==> config.mk <==
export PLATFORM = sky130hd
export DESIGN_NAME = bp_me_stream_arbiter
export DESIGN_NICKNAME = d
export VERILOG_FILES = /design/src/rtl/bp_me_stream_arbiter.sv
export SDC_FILE = /design/constraint.sdc
export NUM_CORES = 1
export LEC_CHECK = 0
export BUFFER_PORTS_ARGS = -buffer_cell sky130_fd_sc_hd__buf_2
export CELL_PAD_IN_SITES_DETAIL_PLACEMENT = 2
export CELL_PAD_IN_SITES_GLOBAL_PLACEMENT = 2
export CORE_MARGIN = 2
export CORE_UTILIZATION = 10
export DETAILED_ROUTE_END_ITERATION = 6
export GPL_TIMING_DRIVEN = 0
export PLACE_DENSITY_LB_ADDON = 0.1
export SKIP_CTS_REPAIR_TIMING = 1
export SYNTH_ARGS = -nofsm -noshare
export SYNTH_HDL_FRONTEND = slang
export SYNTH_SLANG_ARGS = --single-unit
==> constraint.sdc <==
create_clock -name clk_i -period 1.7 [get_ports clk_i]
set_clock_uncertainty 0.1 [all_clocks]
set_input_delay 0.085 -clock clk_i [delete_from_list [all_inputs] [get_ports clk_i]]
set_output_delay 0.085 -clock clk_i [all_outputs]
set_load 0.1 [all_outputs]
==> src/rtl/bp_me_stream_arbiter.sv <==
// Round-robin arbiter sharing one BP Stream memory channel among num_req_p stream masters.
// A grant is held across all beats of a locked message so beats never interleave.
module bp_me_stream_arbiter #(
    parameter int unsigned num_req_p      = 2,
    parameter int unsigned header_width_p = 64,
    parameter int unsigned data_width_p   = 64,
    parameter int unsigned max_beats_p    = 8
) (
    input  logic                                 clk_i,
    input  logic                                 reset_n_i,
    input  logic [num_req_p*header_width_p-1:0]  req_header_i,
    input  logic [num_req_p*data_width_p-1:0]    req_data_i,
    input  logic [num_req_p-1:0]                 req_v_i,
    output logic [num_req_p-1:0]                 req_ready_o,
    input  logic [num_req_p-1:0]                 req_lock_i,
    output logic [header_width_p-1:0]            mem_header_o,
    output logic [data_width_p-1:0]              mem_data_o,
    output logic                                 mem_v_o,
    input  logic                                 mem_ready_i,
    output logic                                 mem_lock_o,
    output logic [$clog2(num_req_p)-1:0]         grant_id_o,
    output logic                                 busy_o,
    output logic                                 protocol_err_o
);

    localparam int unsigned id_w  = $clog2(num_req_p);
    localparam int unsigned cnt_w = $clog2(max_beats_p + 1);

    typedef enum logic {
        ST_IDLE   = 1'b0,
        ST_LOCKED = 1'b1
    } state_e;

    state_e           r_state;
    state_e           w_state_nxt;
    logic [id_w-1:0]  r_rr_ptr;
    logic [id_w-1:0]  r_grant;
    logic [cnt_w-1:0] r_beat_cnt;
    logic             r_err;
    logic [id_w-1:0]  w_idx;
    logic [id_w-1:0]  w_win;
    logic [id_w-1:0]  w_sel;
    logic             w_found;
    logic             w_xfer;

    // Round-robin pick: first valid requester after the last message owner
    always_comb begin
        w_idx   = '0;
        w_win   = '0;
        w_found = 1'b0;
        for (int unsigned k = 1; k <= num_req_p; k++) begin
            w_idx = id_w'((32'(r_rr_ptr) + k) % num_req_p);
            if (!w_found && req_v_i[w_idx]) begin
                w_win   = w_idx;
                w_found = 1'b1;
            end
        end
    end

    assign w_sel  = (r_state == ST_LOCKED) ? r_grant : w_win;
    assign w_xfer = mem_v_o & mem_ready_i;

    // State register
    always_ff @(posedge clk_i or negedge reset_n_i) begin
        if (!reset_n_i) begin
            r_state <= ST_IDLE;
        end else begin
            r_state <= w_state_nxt;
        end
    end

    // Next-state logic: a locked beat opens a message, an unlocked beat in LOCKED closes it
    always_comb begin
        w_state_nxt = r_state;
        case (r_state)
            ST_IDLE:   if (w_xfer && mem_lock_o)  w_state_nxt = ST_LOCKED;
            ST_LOCKED: if (w_xfer && !mem_lock_o) w_state_nxt = ST_IDLE;
            default:   w_state_nxt = ST_IDLE;
        endcase
    end

    // Output mux; everything is forced low while reset is held
    always_comb begin
        mem_header_o = '0;
        mem_data_o   = '0;
        mem_lock_o   = 1'b0;
        mem_v_o      = 1'b0;
        req_ready_o  = '0;
        if (reset_n_i && (r_state == ST_LOCKED || w_found)) begin
            for (int unsigned i = 0; i < num_req_p; i++) begin
                if (w_sel == id_w'(i)) begin
                    mem_header_o   = req_header_i[i*header_width_p +: header_width_p];
                    mem_data_o     = req_data_i[i*data_width_p +: data_width_p];
                    mem_lock_o     = req_lock_i[i];
                    mem_v_o        = req_v_i[i];
                    req_ready_o[i] = mem_ready_i;
                end
            end
        end
    end

    // Grant, round-robin pointer, beat counter and sticky overflow flag
    always_ff @(posedge clk_i or negedge reset_n_i) begin
        if (!reset_n_i) begin
            r_rr_ptr   <= id_w'(num_req_p - 1);
            r_grant    <= '0;
            r_beat_cnt <= '0;
            r_err      <= 1'b0;
        end else if (w_xfer) begin
            if (r_state == ST_IDLE) begin
                r_grant <= w_win;
                if (mem_lock_o) begin
                    r_beat_cnt <= cnt_w'(1);
                end else begin
                    r_rr_ptr <= w_win;
                end
            end else begin
                if (r_beat_cnt == cnt_w'(max_beats_p)) begin
                    r_err <= 1'b1;
                end else begin
                    r_beat_cnt <= r_beat_cnt + cnt_w'(1);
                end
                if (!mem_lock_o) begin
                    r_rr_ptr   <= r_grant;
                    r_beat_cnt <= '0;
                end
            end
        end
    end

    assign grant_id_o     = r_grant;
    assign busy_o         = (r_state == ST_LOCKED);
    assign protocol_err_o = r_err;

endmodule

==> run metrics <==
placed insts=1,201; final hold viol count=0; area share of fa/ha/maj cells after synthesis=1.06%; DRT Pass-1 Iters=4; Synthesized Nets=750; Lkg Pwr=3.62 nW; CP endpoint=mem_header_o[26]; pre-CTS setup slack=-0.827 ns; WP data arrival=2.04 ns; Root Driver=clkbuf_16; Req. time, crit path=1.51 ns; Hold Path Class=primary input to flop; Setup CP Type=flop to output port; Setup-failing EPs final=138; row cnt=56; EDFF count, synth=0; routed wire length=23,400 µm; Cell Pwr Density=1100 mW/mm²; DIE HEIGHT=158 µm; FFs w/ async S/R, synth=100%; Num CTS Buffers=3; RR Endpoint=r_beat_cnt[3]; first-pass GRT wire length=31,600 µm; Layout area overhead=258%; Pins Over Slew Limit=0; CTS clk-pin slew, worst paths=0.04 ns; Post-Synth XOR/XNOR Area=0%; Critical Path Start Type=flop; routed len/inst=19.2 µm; Top Ports=398; worst-path fanout max=10; Total GRT Usage=16.3%; Initial Util=10.1%; antenna viol nets, final=0; Slew @ Worst Pin=0.496 ns; DRC viols=0; cells on worst reg2reg path=6; final worst path period share=131%; Simple-Gate Fraction of Synth Area=46.4%; flop-to-flop setup slack=-0.27 ns; largest cells by area after synthesis=nand2_1, a21oi_1, dfrtp_1, buf_2, buf_4; share of Yosys cell area claimed by the top area cell type=42.0%; Final min period=2.23 ns; largest net degree at the start of global routing=15; initial drt markers=130; mux cell area share after synthesis=0.580%; Synth area leader=nand2_1; failing checks=setup timing; RSZ-0062 raised after global routing=true; Max Fclk=449 MHz; Yosys reg bits=8; share of post-route cells with drive strength above 1=67.6%; Post-Syn Instances=485; via count=5,078; final net count=1,162; complex-gate fraction of the synthesized area=33.5%; CTS tree=built; vias in the first global route=5,433; syn avg cell area=4.89 µm²; largest family of logic cells by synthesized area=simple AND/OR/NAND/NOR gates; max-cap violations=0; Die W=158 µm; kind of end point of the critical path=output port; Congestion Overflow GR=0; synthesis warning total=0; status=finished, violations left; H-tree Lvls=1; ys flop type=dfrtp_1; Port Buffers=397; worst-case vdd ir drop=0.577 mV; clock tree buffer depth=2; FILL cells=2,635; worst setup margin=-0.529 ns; latest clock arrival within the worst-skew pair=0.23 ns; Slew headroom=66.9%; via/cell ratio=4.17; Post-Layout Cell Count=1,219; DIE AREA=0.0250 mm²; initial antenna violation count=5; GP Congestion=0.746; Cell variety after synth=31; hpwl dp=19,200 µm; Post-Syn Area=0.00237 mm²; core area=0.0234 mm²; clk sinks=8; register area share after synthesis=8.50%
-- layout by cell type, fill, tap and decap left out, types with 5 or more instances in the layout --
cell type,instances
a21oi_4,127
buf_12,99
buf_2,269
buf_4,17
buf_6,42
buf_8,16
clkbuf_16,7
dfrtp_1,5
nand2_1,257
nand2_4,5
-- routing by layer --
metal  GRT usage, %  share of wire [%]
met3           2.60                5.8
met5              0              0.056
met4           2.83                1.8
met1           17.6                 35
met2           33.1                 57
-- final cells by class --
| class | instances | area, µm² | share of cell area [%] |
|---|---|---|---|
| Antenna cell | 4 | 10.0 | 0.118 |
| Buffer | 43 | 568 | 6.70 |
| Clock buffer | 4 | 78.8 | 0.929 |
| Inverter | 2 | 7.51 | 0.0885 |
| Multi-Input combinational cell | 432 | 3460 | 40.7 |
| Sequential cell | 8 | 209 | 2.46 |
| Tap cell | 319 | 399 | 4.71 |
| Timing Repair Buffer | 407 | 3750 | 44.2 |
-- per-stage QoR --
| stage | area, µm² | TNS (ns) | total power [W] | util (%) | hold slack (ns) |
|---|---|---|---|---|---|
| final | 8480 | -63.61 | 0.00929 | 36.2 | 0.170 |
| after global routing | 8480 | -73.81 | 0.00967 | 36.2 | 0.226 |
| after CTS | 6390 | -130.34 | 0.00766 | 27.3 | -0.357 |
| after detailed placement | 6320 | -97.02 | 0.00722 | 27.0 | -0.106 |
| after global placement | 6320 | -88.10 | 0.00707 | 27.0 | -0.113 |
| after floorplan | 3930 | -77.16 | 0.00591 | - | -0.311 |
-- how the worst min path moves through the flow --
stage                endpoint         from  depth (start not counted)
2_1_floorplan  protocol_err_o    reset_n_i                          0
3_3_place_gp        async pin    reset_n_i                          1
3_5_place_dp        async pin    reset_n_i                          1
4_1_cts             async pin    reset_n_i                          1
5_1_grt              r_rr_ptr  mem_ready_i                          3
6_report             r_rr_ptr  mem_ready_i                          3
-- cells in the mapped netlist (2+ instances only) --
cell / number
a21oi_1: 132
inv_1: 2
nand3_1: 4
buf_4: 8
buf_2: 30
o2bb2ai_1: 3
nor2b_1: 2
o21ai_0: 2
clkbuf_1: 5
ha_1: 2
nand2_1: 265
and3_1: 2
nor2_1: 4
dfrtp_1: 7
-- logic make-up (layout without fill, tap and decap cells) --
group | after synthesis | count (layout)
adders and majority gates | 2 | 2
and+or+nand+nor | 283 | 283
DFF | 8 | 8
other | 0 | 4
buffers and inverters | 45 | 456
muxes | 1 | 1
AOI/OAI and AO/OA | 146 | 146
-- where the power goes --
part	leakage, nW	switching [W]	internal [W]
sequential	0.103	0.0000366	0.000231
combinational	3.48	0.00572	0.00288
clock	0.0382	0.000108	0.000314
-- critical path, cell delays in order (launching register included) --
cell,delay (ns)
dfrtp_4,0.48
buf_6,0.16
a22oi_4,0.28
buf_12,0.19
buf_4,0.19
nand2_1,0.12
a21oi_4,0.18
buf_12,0.19
Power figures use the tool's default switching activity.
